File: src/rtl/muldiv_pkg.sv
// Shared definitions for the RV32M multiply/divide sequencer and the ALU decode.
// Holds the eight SELECT codes ({2'b01, funct3}) and the sequencer state encoding.
package muldiv_pkg;

  localparam logic [4:0] SelMul    = 5'b01000;
  localparam logic [4:0] SelMulh   = 5'b01001;
  localparam logic [4:0] SelMulhsu = 5'b01010;
  localparam logic [4:0] SelMulhu  = 5'b01011;
  localparam logic [4:0] SelDiv    = 5'b01100;
  localparam logic [4:0] SelDivu   = 5'b01101;
  localparam logic [4:0] SelRem    = 5'b01110;
  localparam logic [4:0] SelRemu   = 5'b01111;

  typedef enum logic [1:0] {
    StIdle,
    StCalc,
    StFin,
    StDone
  } state_e;

endpackage

File: src/rtl/muldiv_sequencer_if.sv
// Request/response bundle between the EX stage and the mul/div sequencer.
//   start/select/data1/data2 : request, sampled by the sequencer in IDLE
//   kill                     : pipeline flush
//   busy/done/result         : status and registered result
interface muldiv_sequencer_if #(
  parameter int unsigned Width = 32
);
  logic             start;
  logic [4:0]       select;
  logic [Width-1:0] data1;
  logic [Width-1:0] data2;
  logic             kill;
  logic             busy;
  logic             done;
  logic [Width-1:0] result;

  modport master (
    output start, select, data1, data2, kill,
    input  busy, done, result
  );

  modport slave (
    input  start, select, data1, data2, kill,
    output busy, done, result
  );
endinterface

File: src/rtl/muldiv_core.sv
// Shift/add/subtract datapath shared by multiply and divide.
//   load      : acc <= 0, lo <= op_a, operand register <= op_b
//   step      : one radix-2 iteration (shift-add multiply or restoring divide)
//   is_div    : selects the divide step
//   acc/lo    : multiply -> {high, low} product; divide -> remainder / quotient
module muldiv_core #(
  parameter int unsigned Width = 32
) (
  input  logic             clk,
  input  logic             reset,
  input  logic             load,
  input  logic             step,
  input  logic             is_div,
  input  logic [Width-1:0] op_a,
  input  logic [Width-1:0] op_b,
  output logic [Width-1:0] acc,
  output logic [Width-1:0] lo
);

  logic [Width-1:0] acc_q, acc_d, lo_q, lo_d, b_q, b_d;
  logic [Width:0]   mul_sum, trial, diff;
  logic             fits;

  always_comb begin
    mul_sum = {1'b0, acc_q} + {1'b0, (lo_q[0] ? b_q : '0)};
    // Remainder shifted left with the next dividend bit, which sits at the top of lo.
    trial   = {acc_q, lo_q[Width-1]};
    fits    = trial >= {1'b0, b_q};
    diff    = trial - {1'b0, b_q};

    acc_d = acc_q;
    lo_d  = lo_q;
    b_d   = b_q;
    if (load) begin
      acc_d = '0;
      lo_d  = op_a;
      b_d   = op_b;
    end else if (step) begin
      if (is_div) begin
        // diff < divisor whenever fits, so it always fits in Width bits.
        acc_d = fits ? diff[Width-1:0] : trial[Width-1:0];
        lo_d  = {lo_q[Width-2:0], fits};
      end else begin
        acc_d = mul_sum[Width:1];
        lo_d  = {mul_sum[0], lo_q[Width-1:1]};
      end
    end
  end

  always_ff @(posedge clk) begin
    if (reset) begin
      acc_q <= '0;
      lo_q  <= '0;
      b_q   <= '0;
    end else begin
      acc_q <= acc_d;
      lo_q  <= lo_d;
      b_q   <= b_d;
    end
  end

  assign acc = acc_q;
  assign lo  = lo_q;

endmodule

File: src/rtl/muldiv_sequencer.sv
// Iterative RV32M multiply/divide sequencer for the EX stage.
//   clk   : rising-edge clock
//   reset : synchronous, active-high
//   bus   : request/response bundle (slave side); busy stalls the pipeline,
//           done pulses for one cycle with result valid
// Holds the FSM, iteration counter, sign bookkeeping and special-case detection;
// the iterative datapath lives in muldiv_core.
module muldiv_sequencer
  import muldiv_pkg::*;
#(
  parameter int unsigned Width = 32
) (
  input  logic               clk,
  input  logic               reset,
  muldiv_sequencer_if.slave  bus
);

  localparam int unsigned CntW = $clog2(Width);
  localparam logic [Width-1:0] MinNeg = {1'b1, {(Width-1){1'b0}}};

  state_e           state_q, state_d;
  logic [CntW-1:0]  cnt_q, cnt_d;
  logic [Width-1:0] result_q, result_d;
  logic             is_div_q, hi_q, neg_q, fast_q;
  logic [Width-1:0] fast_res_q;

  logic             accept, is_div_op, is_rem_op, a_signed, b_signed, neg_a, neg_b;
  logic             div_zero, ovf, fast_d, neg_d;
  logic [Width-1:0] fast_res_d, mag_a, mag_b;
  logic             core_load, core_step;
  logic [Width-1:0] core_acc, core_lo, div_raw, div_res, mul_res;
  logic [2*Width-1:0] prod, prod_fix;

  // Request decode and operand conditioning.
  always_comb begin
    accept    = (state_q == StIdle) && bus.start && !bus.kill && (bus.select[4:3] == 2'b01);
    is_div_op = bus.select[2];
    is_rem_op = bus.select[2] && bus.select[1];
    a_signed  = (bus.select == SelMulh) || (bus.select == SelMulhsu) ||
                (bus.select == SelDiv)  || (bus.select == SelRem);
    b_signed  = (bus.select == SelMulh) || (bus.select == SelDiv) || (bus.select == SelRem);
    neg_a     = a_signed && bus.data1[Width-1];
    neg_b     = b_signed && bus.data2[Width-1];
    mag_a     = neg_a ? ('0 - bus.data1) : bus.data1;
    mag_b     = neg_b ? ('0 - bus.data2) : bus.data2;
    neg_d     = is_rem_op ? neg_a : (neg_a ^ neg_b);

    div_zero  = is_div_op && (bus.data2 == '0);
    ovf       = ((bus.select == SelDiv) || (bus.select == SelRem)) &&
                (bus.data1 == MinNeg) && (bus.data2 == '1);
    fast_d    = div_zero || ovf;
    if (div_zero) fast_res_d = is_rem_op ? bus.data1 : '1;
    else          fast_res_d = is_rem_op ? '0 : MinNeg;
  end

  // Final sign correction and word selection.
  always_comb begin
    prod     = {core_acc, core_lo};
    prod_fix = neg_q ? ('0 - prod) : prod;
    mul_res  = hi_q ? prod_fix[2*Width-1:Width] : prod_fix[Width-1:0];
    div_raw  = hi_q ? core_acc : core_lo;
    div_res  = neg_q ? ('0 - div_raw) : div_raw;
  end

  always_comb begin
    state_d   = state_q;
    cnt_d     = cnt_q;
    result_d  = result_q;
    core_load = 1'b0;
    core_step = 1'b0;
    unique case (state_q)
      StIdle: begin
        if (accept) begin
          if (fast_d) begin
            state_d = StFin;
          end else begin
            state_d   = StCalc;
            cnt_d     = CntW'(Width - 1);
            core_load = 1'b1;
          end
        end
      end
      StCalc: begin
        if (bus.kill) begin
          state_d = StIdle;
        end else begin
          core_step = 1'b1;
          if (cnt_q == '0) state_d = StFin;
          else             cnt_d   = cnt_q - 1'b1;
        end
      end
      StFin: begin
        if (bus.kill) begin
          state_d = StIdle;
        end else begin
          result_d = fast_q ? fast_res_q : (is_div_q ? div_res : mul_res);
          state_d  = StDone;
        end
      end
      StDone:  state_d = StIdle;
      default: state_d = StIdle;
    endcase
  end

  always_ff @(posedge clk) begin
    if (reset) begin
      state_q    <= StIdle;
      cnt_q      <= '0;
      result_q   <= '0;
      is_div_q   <= 1'b0;
      hi_q       <= 1'b0;
      neg_q      <= 1'b0;
      fast_q     <= 1'b0;
      fast_res_q <= '0;
    end else begin
      state_q  <= state_d;
      cnt_q    <= cnt_d;
      result_q <= result_d;
      if (accept) begin
        is_div_q   <= is_div_op;
        // High word for MULH*, remainder for REM*.
        hi_q       <= is_div_op ? bus.select[1] : (bus.select[1:0] != 2'b00);
        neg_q      <= neg_d;
        fast_q     <= fast_d;
        fast_res_q <= fast_res_d;
      end
    end
  end

  muldiv_core #(
    .Width (Width)
  ) u_core (
    .clk    (clk),
    .reset  (reset),
    .load   (core_load),
    .step   (core_step),
    .is_div (is_div_q),
    .op_a   (mag_a),
    .op_b   (mag_b),
    .acc    (core_acc),
    .lo     (core_lo)
  );

  assign bus.busy   = (state_q != StIdle);
  // A kill in DONE suppresses the pulse; result_q itself is left intact.
  assign bus.done   = (state_q == StDone) && !bus.kill;
  assign bus.result = result_q;

endmodule

File: src/flat_wrapper.sv
// flat-port wrapper written by rule: the top's interface ports become plain ports
module muldiv_sequencer_flat import muldiv_pkg::*;
#(
  parameter int unsigned Width = 32
)
  (clk, reset, bus_start, bus_select, bus_data1, bus_data2, bus_kill, bus_busy, bus_done, bus_result);
  muldiv_sequencer_if #(.Width(Width)) bus_i ();
  input  logic clk;
  input  logic reset;
  input wire logic [$bits(bus_i.start)-1:0] bus_start;
  input wire logic [$bits(bus_i.select)-1:0] bus_select;
  input wire logic [$bits(bus_i.data1)-1:0] bus_data1;
  input wire logic [$bits(bus_i.data2)-1:0] bus_data2;
  input wire logic [$bits(bus_i.kill)-1:0] bus_kill;
  output wire logic [$bits(bus_i.busy)-1:0] bus_busy;
  output wire logic [$bits(bus_i.done)-1:0] bus_done;
  output wire logic [$bits(bus_i.result)-1:0] bus_result;
  assign bus_i.start = bus_start;
  assign bus_i.select = bus_select;
  assign bus_i.data1 = bus_data1;
  assign bus_i.data2 = bus_data2;
  assign bus_i.kill = bus_kill;
  assign bus_busy = bus_i.busy;
  assign bus_done = bus_i.done;
  assign bus_result = bus_i.result;
  muldiv_sequencer #(.Width(Width)) u_core (.clk(clk), .reset(reset), .bus(bus_i));
endmodule
File: config.mk
export PLATFORM = sky130hd
export DESIGN_NAME = muldiv_sequencer_flat
export DESIGN_NICKNAME = d
export VERILOG_FILES = /design/src/rtl/muldiv_pkg.sv /design/src/rtl/muldiv_sequencer_if.sv /design/src/rtl/muldiv_core.sv /design/src/rtl/muldiv_sequencer.sv /design/src/flat_wrapper.sv
export SDC_FILE = /design/constraint.sdc
export NUM_CORES = 1
export LEC_CHECK = 0
export ABC_CLOCK_PERIOD_IN_PS = 4200
export BUFFER_PORTS_ARGS = -buffer_cell sky130_fd_sc_hd__buf_2
export CAP_MARGIN = 30
export CORE_ASPECT_RATIO = 0.6
export CORE_MARGIN = 3
export CORE_UTILIZATION = 57
export CTS_CLUSTER_DIAMETER = 50
export DETAILED_ROUTE_END_ITERATION = 12
export PLACE_DENSITY = 0.81
export SLEW_MARGIN = 20
export SYNTH_ARGS = -nofsm -noshare
export SYNTH_HDL_FRONTEND = slang
export SYNTH_SLANG_ARGS = --single-unit
File: constraint.sdc
create_clock -name clk -period 4.2 [get_ports clk]
set_input_delay 0.21 -clock clk [delete_from_list [all_inputs] [get_ports clk]]
set_output_delay 0.21 -clock clk [all_outputs]
set_load 0.02 [all_outputs]
==> flow_metrics.tcl, run 1 <==
set metrics [dict create \
    status "finished, final reports clean" \
    ys_ff_latch 171 \
    grt_pass1_vias 15514 \
    synth_cells 2219 \
    setup.worst_path.end_class "register" \
    die_area_um2 30400 \
    dp.final_hpwl_um 44600 \
    synth_cell_types 86 \
    grt_max_degree 75 \
    place.gp.congestion 1.08 \
    core_um2 27100 \
    grt_usage_pct 37.8 \
    clk_latency_ps 450 \
    first_iter_violations 2305 \
    numCtsBuffers 17 \
    yosysWarnings 0 \
    nets 2380 \
    layout_setup_ws_ps 169 \
    cp.buffers_inverters 0 \
    power.leakage_uw 0.00644 \
    synth_area_leaders "dfxtp_1, a211oi_1, a21oi_1" \
    num_rows 46 \
    synthesis.nets 2365 \
    cts_setup_buffers 0 \
    rrSetupSlack_ps 170 \
    drc 0 \
    path_max_fanout 47 \
    seq_area_frac_synth_pct 21.3 \
    postCtsHoldBufs 0 \
    synthTopCellsByCount "nor2_1, a21oi_1, nand2_1, dfxtp_1, o21ai_0" \
    worstHoldPathType "input pin to register" \
    cp_cell_sequence "nand2b_1 -> nor3_1 -> o221ai_1 -> or4_4 -> or4_1 -> o21ai_0 -> xor2_1 -> a221oi_1 -> nor3_1" \
    path_class "register to register" \
    combPwrFrac_pct 33.6 \
    fin_util_pct 64.8 \
    slowest_delay_ps 680 \
    async_reset_ff_share_pct 0 \
    dp_worst_setup_slack_ps 325 \
    ios 107 \
    skew_ps 13.7 \
    grt_pass1_wl_um 90200 \
    syn_area_per_cell_um2 7.25 \
    rsz0062_at_grt "false" \
    synth_area_um2 16100 \
    required_ps 4500 \
    cts_max_level 4 \
    cts_root_buf "clkbuf_16" \
    clockPowerShare_pct 32.4 \
    r2r-end "u_core.bus.result[29]$_SDFFE_PP0P_" \
    finalInstanceArea_um2 17600 \
    synth_edf_count 0 \
    fin_crit_sh_pct 96.0 \
    final_antenna_net_count 0 \
    start_util_pct 59.4 \
    r2r_cells 9 \
    crit_end "u_core.bus.result[29]$_SDFFE_PP0P_" \
    worst_pin_slew_ps 974 \
    num_antenna_cells 0 \
    synth_top_area_share_pct 21.3 \
    setup_viol 0 \
    firstDrtPassIters 9 \
    reg2reg_from "u_core.hi_q$_SDFFE_PP0P_" \
    maxSlewHeadroom_pct 35.0 \
    p_int_uw 3170 \
    fin_crit_ps 4030 \
    fin_setup_tns_ps 0 \
    yosysMostFrequentCell "nor2_1" \
    drive_above_1_share_pct 12.1 \
    switching_power_uw 1960 \
    crit_path_start "u_core.hi_q$_SDFFE_PP0P_" \
    die_w_um 223 \
    clock-sinks 171 \
    swShare_pct 38.3 \
    maxCapViolCount 0 \
    syn2layout_area_growth_pct 9.13 \
    vias_per_cell 6.71 \
    wl_per_cell_um 22.7 \
    portBuffers 106 \
    routed_wl_um 59200 \
    max_freq_mhz 248 \
    slowest_stage "dfxtp_4" \
    seq_power_share_pct 34.1 \
    crit_top_cell "nor3_1" \
    synth.largest_area_cell "dfxtp_1" \
    slew_viol_final 0 \
    yosys_most_used_dff "dfxtp_1" \
    cts_tree "built" \
    power_density_nw_per_um2 292 \
    dpl-instance-area_um2 17000 \
    p_total_uw 5130 \
    critPathTopFamily "simple AND/OR/NAND/NOR gates" \
    setup.worst_path.start_class "register" \
    worstPathArrival_ps 4330 \
    peakVddDrop_mv 0.258 \
    clkTransAtPathRegs_ps 70 \
    clk_path_buf_depth 2 \
    antenna_found_initial 1 \
    die_h_um 136 \
    grt_overflow 0 \
    hold_viol 0 \
    cp.depth 9 \
    vias 17497 \
]
## worst min-delay path by stage
stage | from | end | slack (ps) | depth (start not counted)
2_1_floorplan | bus_select[2] | u_core.is_div_q$_SDFFE_PP0P_ | 350 | 2
3_3_place_gp | u_core.fast_res_q[23]$_SDFFE_PP0P_ | u_core.fast_res_q[23]$_SDFFE_PP0P_ | 430 | 2
3_5_place_dp | u_core.fast_res_q[14]$_SDFFE_PP0P_ | u_core.fast_res_q[14]$_SDFFE_PP0P_ | 440 | 2
4_1_cts | bus_select[2] | u_core.is_div_q$_SDFFE_PP0P_ | 40 | 3
5_1_grt | bus_select[2] | u_core.is_div_q$_SDFFE_PP0P_ | 60 | 3
6_report | bus_select[2] | u_core.is_div_q$_SDFFE_PP0P_ | 50 | 3
## power groups by stage
stage          clock [µW]  sequential (µW)  combinational, µW
2_1_floorplan           0             1740               1120
3_3_place_gp            0             1780               1610
3_5_place_dp            0             1780               1630
4_1_cts              1670             1740               1640
5_1_grt              1730             1750               1830
6_report             1660             1750               1720
## what timing repair did
| item | 4_1_cts | 5_1_grt |
|---|---|---|
| gates resized for setup | 0 | 2 |
| setup endpoints to repair | 0 | 2 |
| hold endpoints to repair | 0 | 0 |
## worst reg2reg max path, cell delays in order (launching register included)
cell	delay, ps
dfxtp_4	680
nand2b_1	160
nor3_1	400
o221ai_1	430
or4_4	670
or4_1	620
o21ai_0	270
xor2_1	100
a221oi_1	440
nor3_1	110
## cell families (layout without fill, tap and decap cells)
| kind of cell | count (synthesis) | count (layout) | share of synthesized area, % |
|---|---|---|---|
| mux | 72 | 72 | 4.56 |
| compound gates | 715 | 715 | 28.8 |
| simple gates | 749 | 749 | 23.2 |
| xor+xnor | 187 | 187 | 10.2 |
| buf+inv | 252 | 280 | 6.29 |
| fa+ha+maj | 73 | 73 | 5.77 |
| flops | 171 | 171 | 21.3 |
## cells in the final DEF (no fill, tap or decap), types with 27 or more instances in the layout
cell type	count
dfxtp_1	167
o31ai_1	38
nand2_1	179
ha_1	71
nor3_1	66
buf_2	105
o211ai_1	53
nor2_1	238
a21oi_1	180
mux2i_1	61
nand3_1	47
xnor2_1	96
xor2_1	91
a211oi_1	131
a21o_1	27
buf_4	66
o21ai_0	162
nand2b_1	27
inv_1	71
## stage by stage
stage | hold slack [ps] | instances
after floorplan | 346 | 2219
after global placement | 434 | 2571
after detailed placement | 441 | 2573
after CTS | 38.7 | 2605
after global routing | 63.3 | 2607
final | 48.2 | 2607
## final cells by class
| type | count | area (µm²) |
|---|---|---|
| clock buffers | 19 | 433 |
| clock inverters | 13 | 159 |
| fillers | 2469 | 9540 |
| inverters | 71 | 267 |
| multi-input cells | 1796 | 11700 |
| flip-flops and latches | 171 | 3430 |
| well taps | 360 | 450 |
| repair buffers | 177 | 1110 |
## state kept, by name, indices dropped and copies added (netlist names)
signal,flops
u_core.bus.result,32
u_core.cnt_q,5
u_core.fast_q,1
u_core.fast_res_q,32
u_core.hi_q,1
u_core.is_div_q,1
u_core.neg_q,1
u_core.state_q,2
u_core.u_core.acc,32
u_core.u_core.b_q,32
u_core.u_core.lo,32
## metal layers
metal	track usage [%]	up-vias	wire [µm]
li1	-	8161	-
met1	54.7	8216	26400
met2	50.3	1041	22700
met3	17.2	79	9160
met4	8.85	0	982
met5	0	-	0
Power figures use the tool's default switching activity.
==> run 2: changes to the inputs <==
Settings changed: CORE_UTILIZATION 57 to 50, PLACE_DENSITY 0.81 to 0.72, SLEW_MARGIN 20 to not set.
==> run 2 against run 1 <==
Critical path depth grew 5. Setup slack gained 0.86 ps. Design area grew 0.47%. Die area grew 13%. Worst hold slack lost 6.4 ps. Sequential power is essentially flat. Via count grew 0.38%. First-iteration DRC count shrank 4.1%. Fmax is essentially flat. Critical path type unchanged. Non-clock buffer count grew 3. Clock-buffer cell count grew 1.
==> flow_metrics.tcl, run 2 (synthesis gave the netlist of run 1 again) <==
set metrics [dict create \
    final_common_cell "nor2_1" \
    slew_viol_final 0 \
    layout_setup_ws_ps 170 \
    drc 0 \
    cp.depth 14 \
    start_util_pct 51.2 \
    final_cell_mix "nor2_1, nand2_1, a21oi_1" \
    nets 2383 \
    power_density_nw_per_um2 291 \
    grt_overflow 0 \
    skew_ps 12.6 \
    first_iter_violations 2211 \
    status "finished, final reports clean" \
    worst_pin_slew_ps 1050 \
    cp_cell_sequence "inv_1 -> buf_4 -> nor2_1 -> ha_1 -> o21ai_0 -> a211oi_1 -> nand2_1 -> a211oi_2 -> o21ai_1 -> a21oi_2 -> a31oi_2 -> mux2_2 -> a2111oi_0 -> o21ai_0" \
    path_class "register to register" \
    cts_setup_buffers 0 \
    top_layer "met4" \
    r2r-end "u_core.u_core.acc[24]$_SDFFE_PP0P_" \
    reg2reg_from "u_core.u_core.lo[0]$_SDFFE_PP0P_" \
    worstPathArrival_ps 4350 \
    num_rows 50 \
    fin_crit_ps 4030 \
    maxSlewHeadroom_pct 30.3 \
    grt_max_degree 72 \
    die_area_um2 34500 \
    final_antenna_net_count 0 \
    p_total_uw 5130 \
    cts_max_level 4 \
    power.leakage_uw 0.00645 \
    grt_usage_pct 33.7 \
    setup_viol 0 \
    crit_end "u_core.u_core.acc[24]$_SDFFE_PP0P_" \
    vias_per_cell 6.59 \
    wl_per_cell_um 22.5 \
    ios 107 \
    fin_util_pct 56.1 \
    peakVddDrop_mv 0.290 \
    die_w_um 238 \
    clk_path_buf_depth 2 \
    routed_wl_um 60000 \
    max_freq_mhz 248 \
    grt_pass1_vias 15289 \
    syn2layout_area_growth_pct 9.65 \
    worstHoldPathType "input pin to register" \
    maxCapViolCount 0 \
    portBuffers 106 \
    dp_worst_setup_slack_ps 27.6 \
    cp.buffers_inverters 2 \
    vias 17563 \
    clkTransAtPathRegs_ps 70 \
    num_antenna_cells 0 \
    clock-sinks 171 \
    setup.worst_path.start_class "register" \
    cts_root_buf "clkbuf_16" \
    grt_pass1_wl_um 91700 \
    rsz0062_at_grt "false" \
    hold_viol 0 \
    wl_met3_um 8980 \
    critPathTopFamily "compound AO/OA/AOI/OAI gates" \
    crit_path_start "u_core.u_core.lo[0]$_SDFFE_PP0P_" \
    slowest_stage "a211oi_1" \
    met2_length_um 22500 \
    core_um2 31500 \
    numCtsBuffers 17 \
    r2r_cells 14 \
    clk_latency_ps 460 \
    path_max_fanout 16 \
    fin_setup_tns_ps 0 \
    fin_crit_sh_pct 95.9 \
    dp.final_hpwl_um 45300 \
    antenna_found_initial 1 \
    place.gp.congestion 1.05 \
    cts_tree "built" \
    firstDrtPassIters 7 \
    drive_above_1_share_pct 12.3 \
    rrSetupSlack_ps 170 \
    setup.worst_path.end_class "register" \
    required_ps 4520 \
    slowest_delay_ps 420 \
    die_h_um 145 \
    crit_top_cell "o21ai_0" \
    route.layer.met1.wl_um 27600 \
]
[run 2: cell types whose count changed in the layout (fill, tap and decap cells not counted), sizes merged]
cell	previous run	this run
inv	77	76
clkbuf	20	21
clkinv	4	3
buf	176	179
[run 2: what timing repair did]
| item | 4_1_cts | 5_1_grt |
|---|---|---|
| resized for setup | 1 | 3 |
| pin swaps | 0 | 1 |
| cloned | 0 | 0 |
| hold buffers | 0 | 0 |
| endpoints found under the setup margin | 1 | 4 |
[run 2: how the worst min path moves through the flow]
stage | startpoint | to | slack (ps) | cells past startpoint
detailed placement | u_core.fast_res_q[15]$_SDFFE_PP0P_ | u_core.fast_res_q[15]$_SDFFE_PP0P_ | 440 | 2
finish | bus_select[2] | u_core.is_div_q$_SDFFE_PP0P_ | 40 | 3
floorplan | bus_select[2] | u_core.is_div_q$_SDFFE_PP0P_ | 350 | 2
global route | bus_data2[1] | u_core.u_core.b_q[1]$_SDFFE_PP0N_ | 70 | 3
CTS | bus_select[2] | u_core.is_div_q$_SDFFE_PP0P_ | 30 | 3
global placement | u_core.fast_res_q[13]$_SDFFE_PP0P_ | u_core.fast_res_q[13]$_SDFFE_PP0P_ | 430 | 2
[run 2: report_power, final]
part / total (µW) / internal (µW) / switching [µW]
Combinational: 1710 / 611 / 1100
Sequential: 1760 / 1660 / 91.7
Clock: 1670 / 916 / 751
[run 2: layer usage]
layer,up-vias,track usage [%]
met4,0,6.99
met1,8268,52.1
met2,1070,42.9
met5,-,0
li1,8140,-
met3,85,13.0
[run 2: worst reg2reg max path, cell delays in order, from the launching register on]
cell	delay [ps]
dfxtp_1	380
inv_1	120
buf_4	220
nor2_1	90
ha_1	370
o21ai_0	150
a211oi_1	420
nand2_1	180
a211oi_2	420
o21ai_1	180
a21oi_2	320
a31oi_2	210
mux2_2	310
a2111oi_0	390
o21ai_0	140
[run 2: through the flow]
step | hold slack (ps) | area [µm²] | cells
floorplan | 346 | 16100 | 2219
global placement | 434 | 17000 | 2632
detailed placement | 440 | 17000 | 2633
CTS | 25.8 | 17600 | 2664
global route | 74.3 | 17700 | 2665
finish | 41.9 | 17700 | 2665
[run 2: cell type report]
class	count	area [µm²]
sequential	171	3430
inverter	71	267
clock buffer	20	457
timing repair buffer	180	1120
multi-input combinational	1796	11700
tap	416	520
clock inverter	11	134
fill	3050	13800
==> run 3: changes to the inputs <==
--- a/config.mk
+++ b/config.mk
@@ -12,6 +12,6 @@
 export CORE_MARGIN = 3
-export CORE_UTILIZATION = 50
+export CORE_UTILIZATION = 40
 export CTS_CLUSTER_DIAMETER = 50
 export DETAILED_ROUTE_END_ITERATION = 12
-export PLACE_DENSITY = 0.72
+export PLACE_DENSITY = 0.61
 export SYNTH_ARGS = -nofsm -noshare
--- a/constraint.sdc
+++ b/constraint.sdc
@@ -3,2 +3,2 @@
 set_output_delay 0.21 -clock clk [all_outputs]
-set_load 0.02 [all_outputs]
+set_load 0.1 [all_outputs]
==> run 3 against run 2 <==
Sequential share of layout area is 0.13 points lower. Worst hold slack worse by 10 ps. Power is 0.24% higher. Global-route usage is 4.8 points lower.
==> flow_metrics.tcl, run 3 (synthesis gave the netlist of run 1 again) <==
set metrics [dict create \
    status "finished, final reports clean" \
    grt_pass1_vias 15779 \
    clk_path_buf_depth 2 \
    hold_ws_ps 31.9 \
    antenna_found_initial 0 \
    ios 107 \
    drive_above_1_share_pct 12.3 \
    top_layer "met5" \
    fin_crit_ps 3980 \
    required_ps 4510 \
    worst_pin_slew_ps 958 \
    wl_per_cell_um 22.9 \
    start_util_pct 40.9 \
    core_um2 39400 \
    place.gp.congestion 1.05 \
    die_w_um 265 \
    cts_max_level 4 \
    clkTransAtPathRegs_ps 70 \
    cts_root_buf "clkbuf_16" \
    grt_pass1_wl_um 96300 \
    layout_setup_ws_ps 223 \
    postCtsHoldBufs 0 \
    setup.worst_path.end_class "register" \
    rrSetupSlack_ps 220 \
    vias 17442 \
    grt_max_degree 83 \
    numCtsBuffers 17 \
    power.leakage_uw 0.00644 \
    final_antenna_net_count 0 \
    wl_met3_um 8850 \
    final_common_cell "nor2_1" \
    dp_worst_setup_slack_ps 66.9 \
    first_iter_violations 2080 \
    met2_length_um 23000 \
    die_area_um2 42800 \
    route.layer.met1.wl_um 30500 \
    r2r_cells 14 \
    min_to "u_core.is_div_q$_SDFFE_PP0P_" \
    setup_viol 0 \
    r2r-end "u_core.u_core.acc[24]$_SDFFE_PP0P_" \
    final_cell_mix "nor2_1, nand2_1, a21oi_1" \
    rsz0062_at_grt "false" \
    power_density_nw_per_um2 289 \
    syn2layout_area_growth_pct 10.4 \
    nets 2381 \
    routed_wl_um 63400 \
    fin_setup_tns_ps 0 \
    maxCapViolCount 0 \
    drc 0 \
    portBuffers 106 \
    clock-sinks 171 \
    hold_viol 0 \
    grt_usage_pct 28.9 \
    reg2reg_from "u_core.u_core.lo[0]$_SDFFE_PP0P_" \
    path_class "register to register" \
    peakVddDrop_mv 0.234 \
    firstDrtPassIters 7 \
    skew_ps 14.6 \
    cts_tree "built" \
    die_h_um 161 \
    fin_crit_sh_pct 94.7 \
    max_freq_mhz 251 \
    worstHoldPathType "input pin to register" \
    worstPathArrival_ps 4290 \
    num_rows 56 \
    dp.final_hpwl_um 48400 \
    setup.worst_path.start_class "register" \
    grt_overflow 0 \
    holdPathStages 3 \
    timing.hold.worst.start "bus_select[2]" \
    clk_latency_ps 460 \
    maxSlewHeadroom_pct 36.1 \
    cts_setup_buffers 0 \
    slew_viol_final 0 \
    vias_per_cell 6.29 \
    path_max_fanout 12 \
]
[run 3: changes by cell type in the layout (fill, tap and decap cells not counted), moves of 2 or more]
cell,before,now
clkbuf_8,2,0
o311ai_1,0,2
clkinv_2,1,3
o311ai_0,6,4
buf_4,71,69
[run 3: repair_timing]
item / 4_1_cts / 5_1_grt
setup endpoints to repair: 0 / 6
hold endpoints to repair: 0 / 0
gates resized for setup: 0 / 9
[run 3: worst max path at each step]
stage                                          to  depth (start not counted)  slack, ps                              from
2_1_floorplan  u_core.bus.result[30]$_SDFFE_PP0P_                         17         50          u_core.hi_q$_SDFFE_PP0P_
3_3_place_gp   u_core.u_core.acc[24]$_SDFFE_PP0P_                         14        230  u_core.u_core.lo[0]$_SDFFE_PP0P_
3_5_place_dp   u_core.u_core.acc[24]$_SDFFE_PP0P_                         14         70  u_core.u_core.lo[0]$_SDFFE_PP0P_
4_1_cts        u_core.u_core.acc[24]$_SDFFE_PP0P_                         14         20  u_core.u_core.lo[0]$_SDFFE_PP0P_
5_1_grt        u_core.u_core.acc[24]$_SDFFE_PP0P_                         14          1  u_core.u_core.lo[0]$_SDFFE_PP0P_
6_report       u_core.u_core.acc[24]$_SDFFE_PP0P_                         14        220  u_core.u_core.lo[0]$_SDFFE_PP0P_
[run 3: layout make-up]
class,count,area (µm²)
timing repair buffer,178,1110
fill,4076,21600
tap,522,653
multi-input combinational,1796,11700
clock inverter,14,136
clock buffer,18,429
inverter,71,267
antenna,1,2.50
sequential,171,3430
[run 3: report_power, final]
part	internal, µW	switching [µW]
Clock	832	785
Combinational	609	1170
Sequential	1660	82.4
Total	3110	2040
[run 3: critical path, stage by stage, from the launching register on]
cell and delay [ps]:
dfxtp_1 450, inv_1 100, buf_4 200, nor2_1 100
ha_1 290, a2111oi_0 490, o21ai_0 260, nand2_1 220
a211oi_1 140, o21ai_0 310, a21oi_2 170, a31oi_2 320
mux2_2 380, a2111oi_2 260, o21ai_0 130
[run 3: per-stage QoR]
| step | cell area [µm²] | total power [µW] | util, % | std cells |
|---|---|---|---|---|
| 2_1_floorplan | 16100 | 2890 | - | 2219 |
| 3_3_place_gp | 17200 | 3480 | 43.6 | 2736 |
| 3_5_place_dp | 17200 | 3480 | 43.6 | 2737 |
| 4_1_cts | 17700 | 5100 | 45.0 | 2769 |
| 5_1_grt | 17800 | 5350 | 45.1 | 2770 |
| 6_report | 17800 | 5140 | 45.1 | 2771 |
[run 3: per-layer routing]
metal  vias to the layer above  global-route usage, %
met5                         -                   4.62
met1                      8302                   43.8
li1                       8152                      -
met4                         4                   4.98
met2                       920                   36.5
met3                        64                   12.7
